`src/rtl/onehot_grant_decoder_pkg.sv`:
```
// onehot_pkg: shared FSM state type, FIFO depth and index-to-one-hot helper.
package onehot_pkg;

    localparam int FIFO_DEPTH = 2;

    typedef enum logic [1:0] {IDLE, GRANT, RELEASE} state_e;

    function automatic logic [7:0] idx_to_onehot(input int unsigned index, input int unsigned width);
        return (index < width) ? 8'(1) << index : 8'd0;
    endfunction

endpackage

```
`src/rtl/onehot_grant_decoder_sel_fifo2.sv`:
```
// sel_fifo2: two-entry in-order index FIFO exposing registered count, full and empty.
module sel_fifo2
    import onehot_pkg::*;
#(
    parameter int W = 2
) (
    input  logic         clk,
    input  logic         rst_n,
    input  logic         push,
    input  logic         pop,
    input  logic [W-1:0] din,
    output logic [W-1:0] dout,
    output logic [1:0]   count,
    output logic         full,
    output logic         empty
);

    logic [W-1:0] mem_q [FIFO_DEPTH];
    logic         wr_q, rd_q;
    logic [1:0]   count_q, count_d;

    assign count_d = count_q + 2'(push) - 2'(pop);

    always_ff @(posedge clk or negedge rst_n) begin
        if (!rst_n) begin
            wr_q    <= 1'b0;
            rd_q    <= 1'b0;
            count_q <= '0;
        end else begin
            wr_q    <= wr_q ^ push;
            rd_q    <= rd_q ^ pop;
            count_q <= count_d;
        end
    end

    always_ff @(posedge clk) begin
        if (push) mem_q[wr_q] <= din;
    end

    assign dout  = mem_q[rd_q];
    assign count = count_q;
    assign full  = count_q == 2'(FIFO_DEPTH);
    assign empty = count_q == 2'd0;

endmodule

```
`src/rtl/onehot_grant_decoder.sv`:
```
// onehot_grant_decoder: queues binary slot indices and drives a held, break-before-make one-hot grant.
// Optional watchdog revoke enabled by ONEHOT_DECODER_TIMEOUT_EN.
module onehot_grant_decoder #(
    parameter int ONE_HOTS       = 4,
    parameter int MUX_SELECTS    = 2,
    parameter int TIMEOUT_CYCLES = 256
) (
    input  logic                   clk,
    input  logic                   rst_n,
    input  logic                   sel_valid,
    output logic                   sel_ready,
    input  logic [MUX_SELECTS-1:0] sel_index,
    output logic [ONE_HOTS-1:0]    grant,
    input  logic [ONE_HOTS-1:0]    grant_done,
    output logic                   busy,
    output logic                   err_range,
    output logic                   timeout_pulse
);
    import onehot_pkg::*;

    if (ONE_HOTS < 1 || ONE_HOTS > 8 || TIMEOUT_CYCLES < 1 ||
        MUX_SELECTS != ((ONE_HOTS > 1) ? $clog2(ONE_HOTS) : 1)) begin : g_bad_params
        $error("onehot_grant_decoder: illegal parameter combination");
    end

    state_e                 state_q, state_d;
    logic [ONE_HOTS-1:0]    grant_q, grant_d, head_oh;
    logic [MUX_SELECTS-1:0] head;
    logic [1:0]             count;
    logic                   full, empty, accept, in_range, push, pop, done, expired, err_q;

    assign sel_ready = !full;
    assign accept    = sel_valid && sel_ready;
    assign in_range  = 32'(sel_index) < ONE_HOTS;
    assign push      = accept && in_range;
    assign pop       = (state_q != GRANT) && !empty;
    assign head_oh   = ONE_HOTS'(idx_to_onehot(32'(head), ONE_HOTS));
    assign done      = |(grant_q & grant_done);

    sel_fifo2 #(.W(MUX_SELECTS)) u_fifo (
        .clk   (clk),
        .rst_n (rst_n),
        .push  (push),
        .pop   (pop),
        .din   (sel_index),
        .dout  (head),
        .count (count),
        .full  (full),
        .empty (empty)
    );

`ifdef ONEHOT_DECODER_TIMEOUT_EN
    localparam int CW = $clog2(TIMEOUT_CYCLES + 1);
    logic [CW-1:0] cnt_q, cnt_d;
    logic          to_q;

    // Counter idles at zero outside GRANT, so every grant starts counting from zero.
    assign cnt_d   = (state_q == GRANT) ? cnt_q + CW'(1) : '0;
    assign expired = (state_q == GRANT) && (cnt_q == CW'(TIMEOUT_CYCLES - 1));

    always_ff @(posedge clk or negedge rst_n) begin
        if (!rst_n) begin
            cnt_q <= '0;
            to_q  <= 1'b0;
        end else begin
            cnt_q <= cnt_d;
            to_q  <= expired && !done;
        end
    end

    assign timeout_pulse = to_q;
`else
    assign expired       = 1'b0;
    assign timeout_pulse = 1'b0;
`endif

    always_comb begin
        state_d = state_q;
        grant_d = grant_q;
        if (state_q != GRANT) begin
            state_d = pop ? GRANT : IDLE;
            grant_d = pop ? head_oh : '0;
        end else if (done || expired) begin
            state_d = RELEASE;
            grant_d = '0;
        end
    end

    always_ff @(posedge clk or negedge rst_n) begin
        if (!rst_n) begin
            state_q <= IDLE;
            grant_q <= '0;
            err_q   <= 1'b0;
        end else begin
            state_q <= state_d;
            grant_q <= grant_d;
            err_q   <= accept && !in_range;
        end
    end

    assign grant     = grant_q;
    assign err_range = err_q;
    assign busy      = (state_q != IDLE) || (count != 2'd0);

    a_grant_onehot0: assert property (@(posedge clk) disable iff (!rst_n) $onehot0(grant_q));

endmodule

```
`config.mk`:
```
export PLATFORM = sky130hd
export DESIGN_NAME = onehot_grant_decoder
export DESIGN_NICKNAME = d
export VERILOG_FILES = /design/src/rtl/onehot_grant_decoder_pkg.sv /design/src/rtl/onehot_grant_decoder_sel_fifo2.sv /design/src/rtl/onehot_grant_decoder.sv
export SDC_FILE = /design/constraint.sdc
export NUM_CORES = 1
export LEC_CHECK = 0
export BUFFER_PORTS_ARGS = -buffer_cell sky130_fd_sc_hd__buf_2
export CAP_MARGIN = 20
export CORE_AREA = 2 2 39 41
export CTS_CLUSTER_DIAMETER = 40
export CTS_CLUSTER_SIZE = 14
export DETAILED_ROUTE_END_ITERATION = 10
export DIE_AREA = 0 0 41 43
export GPL_TIMING_DRIVEN = 0
export PLACE_DENSITY = 0.71
export SLEW_MARGIN = 20
export SYNTH_ARGS = -nofsm -noshare
export SYNTH_HDL_FRONTEND = slang
export SYNTH_SLANG_ARGS = --single-unit
export TNS_END_PERCENT = 10
```
`constraint.sdc`:
```
create_clock -name clk -period 2.4 [get_ports clk]
set_input_delay 0.48 -clock clk [delete_from_list [all_inputs] [get_ports clk]]
set_output_delay 0.48 -clock clk [all_outputs]
set_load 0.02 [all_outputs]
```
=== Yosys cells after proc, flatten, opt, wreduce, memory -nomap -nowiden ===
Memories as Yosys holds them, arrays and structs flattened.
Cells that the tools add are included.

* Flip-flop bits (word level): 10
* Memory bits (writable): 4
* Input port bits: 9
* Output and inout port bits: 8
* Word-level logic and storage cells: 32
* Memories: 1

* $add $sub $neg: 2
* Eq/ne operators: 2
* Shifts and indexed selects: 1
* Multiplexer cells: 8
* Bitwise operators: 3
* Reductions and logical operators: 10

{| class="wikitable"
|+ Memories
! memory !! depth !! width !! read ports !! clocked after Yosys merged registers in !! write ports !! RTL line !! RTL
|-
| u_fifo.mem_q || 2 || 2 || 1 || 0 || 1 || onehot_grant_decoder_sel_fifo2.sv:18 || <nowiki>logic [W-1:0] mem_q [FIFO_DEPTH];</nowiki>
|}

{| class="wikitable"
|+ Operators with widths
! cell !! number
|-
| $mux 4 || 3
|-
| $reduce_bool 2->1 || 3
|-
| $and 4x4->4 || 1
|-
| $mux 2 || 2
|-
| $reduce_or 4->1 || 1
|-
| $shl 1x2->4 const A || 1
|-
| $mux 1 || 3
|-
| $add 2x1->2 || 1
|-
| $eq 2x2->1 const B || 1
|-
| $logic_and 1x1->1 || 2
|-
| $logic_not 1->1 || 2
|-
| $logic_not 2->1 || 1
|-
| $ne 2x1->1 const B || 1
|-
| $sub 2x1->2 || 1
|-
| $xor 1x1->1 || 2
|-
| $logic_or 1x1->1 || 1
|}

=== Depth between registers and ports, before layout ===
Gate-level depths: netlist of the first run.

* Depth after elaboration: 5
* Mapped depth: 7
* Mapped depth without buffers: 7

=== Modules after synthesis ===
From an unflattened synthesis of the first run, not the netlist that was laid out.

* Cells, all modules: 57
* Area total of the unflattened synthesis: 678.2 sq um

{| class="wikitable"
|+ Modules (own cells, without submodules)
! module !! instances !! cells an instance !! area each (sq um) !! sequential area each (sq um)
|-
| sel_fifo2 || 1 || 22 || 350.3 || 220.2
|-
| onehot_grant_decoder || 1 || 35 || 327.8 || 150.1
|}

=== Least setup slack after synthesis of the first run ===
Ideal clock, no wire load.

* Path kind: reg2reg
* From: reg state_q[1]
* To: reg u_fifo.count_q[1], in the netlist u_fifo.count[1]
* Library setup time: 0.125 ns
* Arrival time: 1.346 ns
* Data required time: 2.275 ns
* Path slack: 0.929 ns
* Cell stages (with the launch flop): 8
* Buffers on the path: 0
* Period minus slack after synthesis: 1.471 ns
* Path through: dfrtp_1 nor2b_4 nor2_1 ha_1 inv_1 ha_1 xnor2_1 xnor2_1

* Word-level cells in the longest chain between the ends: 3

{| class="wikitable"
|+ RTL lines
! item !! RTL line !! RTL
|-
| start, declared || onehot_grant_decoder.sv:26 || <nowiki>state_e state_q, state_d;</nowiki>
|-
| start signal, assigned || onehot_grant_decoder.sv:95 || <nowiki>state_q <= state_d;</nowiki>
|-
| $ne 2x1->1 || onehot_grant_decoder.sv:36 || <nowiki>assign pop = (state_q != GRANT) && !empty;</nowiki>
|-
| $logic_and 1x1->1 || onehot_grant_decoder.sv:36 ||
|-
| $sub 2x1->2 || onehot_grant_decoder_sel_fifo2.sv:22 || <nowiki>assign count_d = count_q + 2'(push) - 2'(pop);</nowiki>
|-
| via u_fifo.count_d[1] || onehot_grant_decoder_sel_fifo2.sv:20 || <nowiki>logic [1:0] count_q, count_d;</nowiki>
|-
| end signal, assigned || onehot_grant_decoder_sel_fifo2.sv:32 || <nowiki>count_q <= count_d;</nowiki>
|-
| end, declared || onehot_grant_decoder_sel_fifo2.sv:20 ||
|}

The timed path passes the listed nets, and every way through them passes these cells.
A chain may end at the register's enable or synchronous reset.

=== Final worst setup path of the first run ===
Ends and elaborated chain as after synthesis.

==> impl_metrics.toml, run 1 <==
[synthesis]
synth_top_family_by_area = "simple AND/OR/NAND/NOR gates"
synthMuxAreaShare_pct = 4.854
synth_seq_area_share_pct = 57.48
synthSimpleGateAreaFrac_pct = 12.82
ys.flop_type = "dfrtp_1"
synth-xor-area-share_pct = 4.078
syn-cell-area_sq_um = 644.4
avgSynthCellArea_sq_um = 13.15
yosys.area_share.adder_pct = 7.767
synthDistinctLibCells = 22
synth_edf_count = 4
async_flop_share_pct = 71.43
ys_warn_count = 0
synth_compound_area_share_pct = 7.767
synth_cells = 49
synth_seq_cells = 14

[layout]
fin_nets = 82
syn2layout_area_growth_pct = 18.64
fin_area_sq_um = 764.5
multi_input_area_sq_um = 247.7
fin_util_pct = 55.24
n_antenna_cell = 0
seqCellArea_sq_um = 370.4
drive_gt1_share_pct = 33.82
num-fill-cells = 135

[drt]
wl_microns = 1056
num_vias = 409
vias_per_cell = 4.869
drt_iter0_markers = 10
routedWlPerCell_microns = 12.57
ant_nets = 0
drc_errors = 0
first_pass_iters = 3

[pwr]
p_leak_nw = 0.3804
swShare_pct = 39.51
comb_power_share_pct = 46.5
ir_drop_mv = 0.6209
power.share.clock_pct = 12.7
total_power_mw = 1.080
seqPwrFrac_pct = 40.8
power.net_switching_mw = 0.4267
pwr_density_cell_nw_per_um2 = 1413
intPower_mw = 0.6532

[worst_setup_path]
cp.required_ns = 2.59
critPathArrivalTime_ns = 1.78
critPathLaunchType = "register"
path_delay_family = "adder cells"
critical-path-max-stage-delay_ns = 0.41
path_cells = "nor2b_4, nor2_1, ha_1, inv_1, ha_1, xnor2_1, xnor2_1"
crit_path_end_kind = "register"
path_class = "register to register"
cp_slowest_cell = "dfrtp_1"
crit_path_max_fanout = 5
crit_buf_inv = 1

[die]
num_io_pins = 17
fp.dieH_microns = 43
die_w_microns = 41
dieArea_sq_um = 1763
initial_core_util_pct = 46.56
rows = 14
core_sq_um = 1384

[timing]
slew_viol_final = 0
fin_crit_sh_pct = 66.22
rsz0062_at_grt = "no"
setup_violations = 0
fin_ws_ns = 0.8108
fmax_mhz = 629.2
hold_viol_final = 0
fin_crit_ns = 1.589
finClkSkew_ns = 0.009002
setup_tns_ns = 0

[global_route]
gr-usage-all-layers_pct = 15.74
grt_pass1_wl_microns = 1766
use_met1_pct = 16.03
busiest_layer = "met2"
grt_pass1_vias = 436
grt_overflow = 0
antenna_found_initial = 0
use_met2_pct = 26.88
gr-usage-met3_pct = 3.141
grt_max_degree = 11

[clock_network]
postCtsSetupRepairBufs = 0
cts_resized = 0
clockBufferDepth = 2
clk_pin_slew_ns = 0.09
clkLatencyLatePin_ns = 0.28
cts.sinks = 14
cts_max_level = 1
ctsHoldBuffers = 0
cts_tree = "done"
cts_root_buf = "clkbuf_4"
cts_buffers = 3

[placement]
io_buffer_count = 14
hpwl_microns = 825.5
place_congestion = 0.6517
placed_area_sq_um = 738.2
dp_slack_ns = 0.8143

[run]
drv_cap = 0

[min_path]
hold_path.class = "input pin to async pin"

[run_status]
status = "complete, no violations"
## registers in the layout, indices dropped and copies added, names as in the netlist
signal        flops
u_fifo.rd_q       1
u_fifo.count      2
state_q           2
u_fifo.wr_q       1
grant             4
u_fifo.mem_q      4
## metal layers
layer	up-vias	routed length, microns
met4	0	5
met3	2	64
met2	14	578
met1	190	408
met5	-	0
li1	203	-
## power groups by stage
stage | Combinational (mW) | Clock, mW | Sequential [mW]
finish | 0.502 | 0.137 | 0.440
CTS | 0.512 | 0.146 | 0.444
detailed placement | 0.507 | 0 | 0.448
floorplan | 0.341 | 0 | 0.476
global route | 0.564 | 0.155 | 0.460
global placement | 0.481 | 0 | 0.443
## cells in the final DEF, fill, tap and decap left out, types with 2 or more instances in the layout
cell | netlist | routed
a22o_1 | 4 | 4
clkbuf_4 | 0 | 3
xnor2_1 | 2 | 2
buf_2 | 0 | 14
a22oi_1 | 2 | 2
edfxtp_1 | 4 | 4
inv_1 | 4 | 4
dfrtp_1 | 10 | 10
nand2_1 | 2 | 2
mux2i_1 | 2 | 2
buf_4 | 2 | 2
conb_1 | 1 | 2
nor2_1 | 2 | 2
ha_1 | 4 | 4
## kinds of logic after synthesis
kind of cell | Yosys count
multiplexers | 3
buffers and inverters | 6
AND/OR/NAND/NOR | 12
flip-flops | 14
adder cells (fa/ha/maj) | 4
other | 1
AO/OA/AOI/OAI | 6
XOR/XNOR | 3
## per-stage QoR
step	hold WS, ns	std cells
6_report	0.04763	84
5_1_grt	0.04908	84
4_1_cts	0.04097	84
3_5_place_dp	0.3553	80
3_3_place_gp	0.3487	80
2_1_floorplan	0.1844	50
## cell type report
type / count / area share [%]
sequential: 14 / 48.45
multi-input combinational: 30 / 32.41
timing repair buffer: 14 / 9.165
clock buffer: 4 / 3.437
tap: 16 / 2.619
buffer: 2 / 1.964
inverter: 4 / 1.964
## synth_stat cells, types with 2 or more instances
| cell | instances | share of area (%) |
|---|---|---|
| xnor2_1 | 2 | 2.7 |
| edfxtp_1 | 4 | 19 |
| dfrtp_1 | 10 | 39 |
| nor2_1 | 2 | 1.2 |
| ha_1 | 4 | 7.8 |
| a22oi_1 | 2 | 2.3 |
| buf_4 | 2 | 2.3 |
| inv_1 | 4 | 2.3 |
| nand2_1 | 2 | 1.2 |
| a22o_1 | 4 | 5.4 |
| mux2i_1 | 2 | 3.1 |
## final timing paths
kind	start	cells after the start	slack, ns	end
max	state_q[1]	7	0.81	u_fifo.count[1]
min	rst_n	1	0.05	grant[0]
max reg2reg	state_q[1]	7	0.81	u_fifo.count[1]
min reg2reg	grant[2]	1	0.53	grant[2]
max in group asynchronous	rst_n	1	2.15	u_fifo.rd_q
min in group clk	sel_index[1]	1	0.39	u_fifo.mem_q[1][1]
(Power assumes the default switching activity.)
==> run 2, diff against run 1 <==
--- a/config.mk
+++ b/config.mk
@@ -7,13 +7,12 @@
 export LEC_CHECK = 0
 export BUFFER_PORTS_ARGS = -buffer_cell sky130_fd_sc_hd__buf_2
 export CAP_MARGIN = 20
-export CORE_AREA = 2 2 39 41
+export CORE_UTILIZATION = 49
 export CTS_CLUSTER_DIAMETER = 40
 export CTS_CLUSTER_SIZE = 14
 export DETAILED_ROUTE_END_ITERATION = 10
-export DIE_AREA = 0 0 41 43
 export GPL_TIMING_DRIVEN = 0
-export PLACE_DENSITY = 0.71
+export PLACE_DENSITY = 0.72
 export SLEW_MARGIN = 20
 export SYNTH_ARGS = -nofsm -noshare
 export SYNTH_HDL_FRONTEND = slang
==> constraint.sdc (replaced) <==
create_clock -name clk -period 1.61 [get_ports clk]
set_input_delay 0.322 -clock clk [delete_from_list [all_inputs] [get_ports clk]]
set_output_delay 0.322 -clock clk [all_outputs]
set_load 0.02 [all_outputs]
==> impl_metrics.toml, run 2 (synthesis gave the netlist of run 1 again) <==
[clock_network]
cts_root_buf = "clkbuf_4"
cts_buffers = 3
cts_tree = "done"
cts_max_level = 1
clk_pin_slew_ns = 0.08
clockBufferDepth = 2
cts.sinks = 14
clkLatencyLatePin_ns = 0.28

[placement]
dp_cells = 78
placed_area_sq_um = 735.7
io_buffer_count = 14
dp_slack_ns = 0.05375
place_congestion = 0.6268
hpwl_microns = 739.9

[layout]
syn2layout_area_growth_pct = 23.69
fin_area_sq_um = 797.0
fin_nets = 85
drive_gt1_share_pct = 38.03
final_cells = 85
final_cell_mix = "buf_2 (14), dfrtp_1 (10)"
final_common_cell = "buf_2"
n_antenna_cell = 0
fin_util_pct = 68.06
num-fill-cells = 89

[die]
rows = 12
core_sq_um = 1171
dieArea_sq_um = 1464
initial_core_util_pct = 55.02
die_w_microns = 38.27
num_io_pins = 17
fp.dieH_microns = 38.27

[run]
drv_cap = 0

[min_path]
hold_path.class = "input pin to register"
hp-start = "sel_index[0]"

[global_route]
grt_overflow = 0
gr-usage-met3_pct = 5.233
grt_pass1_wl_microns = 1683
grt_max_degree = 11
use_met2_pct = 30.51
grt_pass1_vias = 451
antenna_found_initial = 0
gr-usage-all-layers_pct = 18.27
busiest_layer = "met2"
use_met1_pct = 19.31

[worst_setup_path]
critPathLaunchType = "register"
crit_path_max_fanout = 3
startpoint = "u_fifo.count[1]"
crit_path_end_kind = "register"
cp.required_ns = 1.77
path_class = "register to register"
critPathArrivalTime_ns = 1.69
r2r_start = "u_fifo.count[1]"

[timing]
hold_ws_ns = 0.2275
fin_crit_ns = 1.528
setup_tns_ns = 0
hold_viol_final = 0
setup_violations = 0
fin_crit_sh_pct = 94.89
fmax_mhz = 654.5
finClkSkew_ns = 0.006637
slew_viol_final = 0
fin_ws_ns = 0.08219

[pwr]
total_power_mw = 1.674
p_leak_nw = 0.3982
ir_drop_mv = 1.042
pwr_density_cell_nw_per_um2 = 2100

[drt]
ant_nets = 0
num_vias = 422
routedWlPerCell_microns = 10.99
drc_errors = 0
wl_microns = 934
first_pass_iters = 3
vias_per_cell = 4.965
drt_iter0_markers = 5

[run_status]
status = "complete, no violations"
## run 2: cell count changes in the layout (fill, tap and decap cells not counted)
cell	delta
buf_4	+2
dlygate4sd3_1	+1
nor2_1	-1
nor2_2	+1
xnor2_1	-1
xnor2_2	+1
## run 2: path summary, 6_finish.rpt
check | endpoint | slack (ns) | cells past startpoint
setup reg to reg | u_fifo.count[1] | 0.08 | 7
setup / recovery | u_fifo.count[1] | 0.08 | 7
hold reg to reg | grant[0] | 0.54 | 1
min in group asynchronous | grant[2] | 0.43 | 2
hold / removal | u_fifo.mem_q[0][0] | 0.23 | 1
max in group asynchronous | u_fifo.wr_q | 0.99 | 2
## run 2: repair_timing
action | CTS | global route
endpoints found under the setup margin | 0 | 1
setup buffers | 0 | 2
gates resized for setup | 0 | 2
hold buffers | 1 | 0
endpoints found under the hold margin | 10 | 0
## run 2: cell type report
class                   instances  area [sq um]  area share [%]
flip-flops and latches         14         370.4           46.47
repair buffers                 17         95.09           11.93
clock buffers                   4         26.28           3.297
inverters                       4         15.01           1.884
well taps                      14         17.52           2.198
multi-input cells              30         257.7           32.34
plain buffers                   2         15.01           1.884
## run 2: critical path: stages (launching register included)
cell     delay [ns]
dfrtp_1        0.44
nor2_4         0.15
nor2_2         0.06
ha_1           0.27
inv_1          0.04
ha_1           0.21
xnor2_2        0.14
xnor2_1        0.12
## run 2: per-layer routing
metal | part of all wire [%] | vias up
met5 | 0 | -
met1 | 43 | 190
met2 | 49 | 19
met4 | 1.3 | 0
met3 | 6.6 | 2
li1 | - | 211
## run 2: power breakdown
group          leakage, nW  total (mW)  internal (mW)  switching, mW
Combinational        0.222       0.809          0.405          0.404
Clock               0.0150       0.205         0.0960          0.109
Sequential           0.161       0.660          0.532          0.128
